## src/rtl/bus_pkg.sv

```systemverilog
// Shared datapath-bus definitions: default width, source slot indices, and
// the arbitration mode enum used by the bus arbiter and its consumers.
package bus_pkg;

  localparam int BUS_WIDTH = 16;

  localparam int SRC_PC     = 0;
  localparam int SRC_MDR    = 1;
  localparam int SRC_ALU    = 2;
  localparam int SRC_MARMUX = 3;

  typedef enum logic {
    ARB_FIXED = 1'b0,
    ARB_RR    = 1'b1
  } arb_mode_e;

endpackage : bus_pkg

```

## src/rtl/bus_arb_mux_if.sv

```systemverilog
// Datapath bus bundle: source requests/data toward the arbiter, grants and the
// registered bus value back toward sources and consumers.
interface bus_arb_mux_if
  import bus_pkg::*;
#(
  parameter int WIDTH = BUS_WIDTH,
  parameter int N_SRC = 4
) ();

  localparam int OW = $clog2(N_SRC);

  logic [N_SRC-1:0]       src_req;
  logic [N_SRC*WIDTH-1:0] src_data;
  logic                   hold;
  logic                   clear_sticky;
  logic [N_SRC-1:0]       src_gnt;
  logic [WIDTH-1:0]       bus_out;
  logic                   bus_valid;
  logic [OW-1:0]          bus_owner;
  logic                   conflict;
  logic                   conflict_sticky;

  // Sources and bus consumers.
  modport master (
    output src_req, src_data, hold, clear_sticky,
    input  src_gnt, bus_out, bus_valid, bus_owner, conflict, conflict_sticky
  );

  // The arbiter itself.
  modport slave (
    input  src_req, src_data, hold, clear_sticky,
    output src_gnt, bus_out, bus_valid, bus_owner, conflict, conflict_sticky
  );

endinterface : bus_arb_mux_if

```

## src/rtl/rr_arbiter.sv

```systemverilog
// Purely combinational arbiter: fixed lowest-index priority, or a round-robin
// search starting at ptr and wrapping from N-1 back to 0.
module rr_arbiter
  import bus_pkg::*;
#(
  parameter  int N  = 4,
  localparam int IW = $clog2(N)
) (
  input  logic [N-1:0]  req,
  input  logic [IW-1:0] ptr,
  input  arb_mode_e     mode,
  output logic [N-1:0]  gnt,
  output logic [IW-1:0] winner
);

  int   base;
  int   idx;
  logic found;

  // NOTE: every output gets a default before the search so no path leaves
  // a variable unassigned, which would otherwise infer a latch.
  always_comb begin
    gnt    = '0;
    winner = '0;
    found  = 1'b0;
    idx    = 0;
    base   = (mode == ARB_RR) ? int'(ptr) : 0;
    for (int off = 0; off < N; off++) begin
      idx = base + off;
      if (idx >= N) idx = idx - N;
      if (!found && req[idx]) begin
        found    = 1'b1;
        gnt[idx] = 1'b1;
        winner   = IW'(idx);
      end
    end
  end

endmodule : rr_arbiter

```

## src/rtl/bus_arb_mux.sv

```systemverilog
// Registered datapath bus: arbitrates N_SRC sources, latches the winner's data
// one cycle later, and tracks request conflicts.
module bus_arb_mux
  import bus_pkg::*;
#(
  parameter int WIDTH     = BUS_WIDTH,
  parameter int N_SRC     = 4,
  parameter int RR_MODE   = 0,
  parameter int IDLE_HOLD = 1
) (
  input logic         clk,
  input logic         reset,
  bus_arb_mux_if.slave bus
);

  localparam int        OW   = $clog2(N_SRC);
  localparam arb_mode_e MODE = (RR_MODE != 0) ? ARB_RR : ARB_FIXED;

  logic [N_SRC-1:0] req_eff;
  logic [N_SRC-1:0] gnt;
  logic [OW-1:0]    winner;
  logic             grant_any;
  logic             multi_req;
  logic [OW-1:0]    ptr_next;

  logic [WIDTH-1:0] bus_out_q;
  logic             bus_valid_q;
  logic [OW-1:0]    bus_owner_q;
  logic             conflict_q;
  logic             sticky_q;
  logic [OW-1:0]    ptr_q;

  // Stall and reset both suppress the grant, so no source sees a gate enable.
  assign req_eff   = (reset || bus.hold) ? '0 : bus.src_req;
  assign grant_any = |gnt;
  assign multi_req = $countones(bus.src_req) > 1;
  assign ptr_next  = (winner == OW'(N_SRC - 1)) ? '0 : winner + OW'(1);

  rr_arbiter #(.N(N_SRC)) u_arb (
    .req    (req_eff),
    .ptr    (ptr_q),
    .mode   (MODE),
    .gnt    (gnt),
    .winner (winner)
  );

  // NOTE: all state uses non-blocking assignments so every register samples
  // the pre-edge values, independent of statement order.
  always_ff @(posedge clk) begin
    if (reset) begin
      bus_out_q   <= '0;
      bus_valid_q <= 1'b0;
      bus_owner_q <= '0;
      conflict_q  <= 1'b0;
      sticky_q    <= 1'b0;
      ptr_q       <= '0;
    end else begin
      if (!bus.hold) begin
        conflict_q <= multi_req;
        if (grant_any) begin
          bus_out_q   <= bus.src_data[int'(winner)*WIDTH +: WIDTH];
          bus_valid_q <= 1'b1;
          bus_owner_q <= winner;
          if (MODE == ARB_RR) ptr_q <= ptr_next;
        end else begin
          bus_valid_q <= 1'b0;
          if (IDLE_HOLD == 0) bus_out_q <= '0;
        end
      end
      // A fresh conflict beats a simultaneous clear; clear still works in hold.
      if (!bus.hold && multi_req) sticky_q <= 1'b1;
      else if (bus.clear_sticky)  sticky_q <= 1'b0;
    end
  end

  assign bus.src_gnt         = gnt;
  assign bus.bus_out         = bus_out_q;
  assign bus.bus_valid       = bus_valid_q;
  assign bus.bus_owner       = bus_owner_q;
  assign bus.conflict        = conflict_q;
  assign bus.conflict_sticky = sticky_q;

endmodule : bus_arb_mux

```

## src/flat_wrapper.sv

```systemverilog
// flat-port wrapper written by rule: the top's interface ports become plain ports
module bus_arb_mux_flat import bus_pkg::*;
#(
  parameter int WIDTH     = BUS_WIDTH,
  parameter int N_SRC     = 4,
  parameter int RR_MODE   = 0,
  parameter int IDLE_HOLD = 1
)
  (clk, reset, bus_src_req, bus_src_data, bus_hold, bus_clear_sticky, bus_src_gnt, bus_bus_out, bus_bus_valid, bus_bus_owner, bus_conflict, bus_conflict_sticky);
  bus_arb_mux_if #(.WIDTH(WIDTH), .N_SRC(N_SRC)) bus_i ();
  input logic clk;
  input logic reset;
  input wire logic [$bits(bus_i.src_req)-1:0] bus_src_req;
  input wire logic [$bits(bus_i.src_data)-1:0] bus_src_data;
  input wire logic [$bits(bus_i.hold)-1:0] bus_hold;
  input wire logic [$bits(bus_i.clear_sticky)-1:0] bus_clear_sticky;
  output wire logic [$bits(bus_i.src_gnt)-1:0] bus_src_gnt;
  output wire logic [$bits(bus_i.bus_out)-1:0] bus_bus_out;
  output wire logic [$bits(bus_i.bus_valid)-1:0] bus_bus_valid;
  output wire logic [$bits(bus_i.bus_owner)-1:0] bus_bus_owner;
  output wire logic [$bits(bus_i.conflict)-1:0] bus_conflict;
  output wire logic [$bits(bus_i.conflict_sticky)-1:0] bus_conflict_sticky;
  assign bus_i.src_req = bus_src_req;
  assign bus_i.src_data = bus_src_data;
  assign bus_i.hold = bus_hold;
  assign bus_i.clear_sticky = bus_clear_sticky;
  assign bus_src_gnt = bus_i.src_gnt;
  assign bus_bus_out = bus_i.bus_out;
  assign bus_bus_valid = bus_i.bus_valid;
  assign bus_bus_owner = bus_i.bus_owner;
  assign bus_conflict = bus_i.conflict;
  assign bus_conflict_sticky = bus_i.conflict_sticky;
  bus_arb_mux #(.WIDTH(WIDTH), .N_SRC(N_SRC), .RR_MODE(RR_MODE), .IDLE_HOLD(IDLE_HOLD)) u_core (.clk(clk), .reset(reset), .bus(bus_i));
endmodule
```

## config.mk

```make
export PLATFORM = sky130hd
export DESIGN_NAME = bus_arb_mux_flat
export DESIGN_NICKNAME = d
export VERILOG_FILES = /design/src/rtl/bus_pkg.sv /design/src/rtl/bus_arb_mux_if.sv /design/src/rtl/rr_arbiter.sv /design/src/rtl/bus_arb_mux.sv /design/src/flat_wrapper.sv
export SDC_FILE = /design/constraint.sdc
export NUM_CORES = 1
export LEC_CHECK = 0
export ABC_AREA = 1
export BUFFER_PORTS_ARGS = -buffer_cell sky130_fd_sc_hd__clkbuf_2
export CAP_MARGIN = 20
export CELL_PAD_IN_SITES_DETAIL_PLACEMENT = 2
export CELL_PAD_IN_SITES_GLOBAL_PLACEMENT = 2
export CORE_MARGIN = 5
export CORE_UTILIZATION = 22
export CTS_CLUSTER_DIAMETER = 100
export CTS_CLUSTER_SIZE = 16
export DETAILED_ROUTE_END_ITERATION = 7
export PLACE_DENSITY = 0.83
export SYNTH_ARGS = -nofsm -noshare
export SYNTH_HDL_FRONTEND = slang
export SYNTH_SLANG_ARGS = --single-unit
```

## constraint.sdc

```tcl
create_clock -name clk -period 3.7 [get_ports clk]
set_clock_uncertainty 0.2 [all_clocks]
set_input_delay 0.185 -clock clk [delete_from_list [all_inputs] [get_ports clk]]
set_output_delay 0.185 -clock clk [all_outputs]
set_load 0.03 [all_outputs]
```

==> impl_results.md <==
* Status: complete, no violations
* Number of I/O pins at 97
* Post-CTS Setup Inserts at 0
* Critical path depth at 12
* WS Path Type: in -> reg
* Register area share after synthesis at 23.0%
* Hold Buf Count CTS at 3
* Clk buf depth at 2
* Die H at 101 microns
* Clock tree from TritonCTS: built
* Crit path buf inv count at 4
* Placed cell areas at 2350 sq um
* First-pass detailed-route iteration total at 4
* EDFF count, synth at 0
* Wirelength, routed at 7170 microns
* Crit share post-route at 66.1%
* Avg WL per Cell at 13.6 microns
* Clk slew on worst S/H paths at 80 ps
* Critical path arrival at 2450 ps
* Flop-to-flop setup slack at 2350 ps
* Fmax at 0.409 GHz
* Ant diodes at 0
* R2r endpoint: u_core.bus.conflict_sticky
* Post-route minimum period at 2450 ps
* Overall power at 0.000663 W
* Initial drt markers at 46
* Antenna-violating nets left at 0
* Overflow after GRT at 0
* Final Cell Area at 2430 sq um
* Multi-input gate area at 1020 sq um
* Leakage power at 1.58 nW
* Synth top cells by count: nand2_1, inv_1, nor2_1, dfxtp_1, a21oi_1
* Pin count of the biggest net entering global routing at 36
* WP data required at 3700 ps
* Post-CTS sizing at 0
* Row cnt at 33
* Routability congestion estimate at 0.792
* RSZ-0062 raised after global routing: no
* Number of global-route vias before repair at 2513
* Post-synth ARST share at 0%
* CTS H-tree depth at 1
* Syn_area_per_cell at 5.45 sq um
* Utilization after layout at 29.9%
* Global-route wire length before repair at 11500 microns
* Die W at 101 microns
* Root Driver: clkbuf_8
* Slew headroom at 66.3%
* Maximum VDD drop at 102 uV
* Worst path slowest cell: dlygate4sd3_1
* Share of post-route cells with drive strength above 1 at 28.3%
* Critical path origin: reset
* Sequential cell area at 420 sq um
* Synth warn at 0
* Yosys reg bits at 21
* Num CTS Buffers at 3
* Startpoint Class: input port
* CP Capture Type: register
* Core box area at 8130 sq um
* CP cell instances: dlygate4sd3_1, clkbuf_2, nor2_4, nand3_2, buf_4, nand2_1, inv_1, nor2_1, nand2_1, nand2_1, nor2_1, nor2_1
* CP max stage delay at 540 ps
* Layout area overhead at 33.0%
* Overall fraction of global-route tracks in use at 13.8%
* Clock insertion delay at the later pin of the skew report at 260 ps
* Pins Over Slew Limit at 0
* Post-layout nets at 500
* Synthesized cell area at 1830 sq um
* Synth area leader: dfxtp_1
* Max-cap violations at 0
* Syn_nets at 410
* Final number of setup-violating endpoints at 0
* Count leader, synth: nand2_1
* Post-DP HPWL at 5970 microns
* Initial antenna violation count at 0
* R2r worst-path depth at 3
* Worst setup path end: u_core.bus.bus_out[0]
* Die Area at 10200 sq um
* Cells after synthesis at 335
* Starting Density at 22.5%
* Pre-CTS setup slack at 1530 ps
* R2r startpoint: u_core.bus.conflict_sticky
* # fillers at 1082
* Top-area cell type share of the netlist area at 23.0%
* Prevailing post-synth register cell: dfxtp_1
* Post-route setup TNS at 0 ps
* Vias at 2269
* Cell family with most CP delay: buffers and inverters
* Pwr dens at 273 nW/um^2
* PortBufs at 96
* HP Class: in -> reg
* Vias per cell at 4.29
* Clock Sinks at 21
* Worst Tran Pin Value at 505 ps
* DRC Markers at 0
* Final Hold Fails at 0
* Setup ws final at 1250 ps
* Worst-path maximum fanout at 28
* Synth unique cells at 23
* Synth area leaders: dfxtp_1, nand2_1, inv_1
## how the worst min path moves through the flow
stage,startpoint,end,slack (ps),cells past startpoint
2_1_floorplan,reset,u_core.bus.conflict,50,1
3_3_place_gp,bus_clear_sticky,u_core.bus.conflict_sticky,250,4
3_5_place_dp,bus_clear_sticky,u_core.bus.conflict_sticky,260,4
4_1_cts,bus_hold,u_core.bus.conflict,40,3
5_1_grt,bus_hold,u_core.bus.conflict,70,3
6_report,bus_hold,u_core.bus.conflict,50,3
## tightest hold or removal path: stages
cell and delay (ps):
clkbuf_2 130, nand2_1 80, a21oi_1 60
## cells in the final DEF (no fill, tap or decap)
cell type      synthesis  layout
nor2_4                 2       2
buf_4                  2       2
clkbuf_8               0       3
a21oi_1               20      20
inv_1                 75      75
dfxtp_1               21      21
dlygate4sd3_1          0       3
nor2_1                57      57
nor2_2                10      10
clkbuf_1               2       1
ha_1                   2       2
clkbuf_2               0      96
nand2_8                1       1
nand4_1                1       1
nand2_1               89      89
o21ai_2                1       1
fa_1                   1       1
nand2_2                1       1
nand3_2                1       1
nand3_1               17      17
o21ai_0               17      17
nand2_4                2       2
inv_2                  1       1
## registers in the layout (all words and copies together), names as in the netlist
register,cells
u_core.bus.bus_out,16
u_core.bus.bus_owner,2
u_core.bus.bus_valid,1
u_core.bus.conflict,1
u_core.bus.conflict_sticky,1
## metrics by stage
step	hold slack [ps]	std cells
floorplan	54.1	335
global placement	252	522
detailed placement	261	522
CTS	40.5	529
global route	74.7	529
finish	47.5	529
## logic make-up after synthesis
group / count (synthesis) / synth area share (%)
buf+inv: 92 / 21.0
flops: 21 / 23.0
compound gates: 38 / 10.6
simple gates: 181 / 42.9
fa+ha+maj: 3 / 2.47
## power breakdown
part           total [W]  internal [W]  switching (W)  leakage (nW)
clock network   0.000152     0.0000767      0.0000753        0.0228
registers       0.000261      0.000248      0.0000129         0.174
logic           0.000250     0.0000892       0.000161          1.38
total           0.000663      0.000414       0.000249          1.58
## per-layer routing
layer  wire length (microns)  vias to the layer above  track usage [%]
met3                     285                        4             1.25
met5                       0                        -                0
met1                    3130                     1063             17.2
li1                        -                     1154                -
met4                      61                        0             2.76
met2                    3690                       48             25.8
## area by class of cell
| cell class | count | share of cell area (%) |
|---|---|---|
| Timing Repair Buffer | 101 | 21.6 |
| Inverter | 76 | 11.7 |
| Sequential cell | 21 | 17.3 |
| Tap cell | 105 | 5.41 |
| Multi-Input combinational cell | 222 | 42.1 |
| Clock buffer | 4 | 1.85 |
No activity file was read; power rests on OpenSTA's default activity.
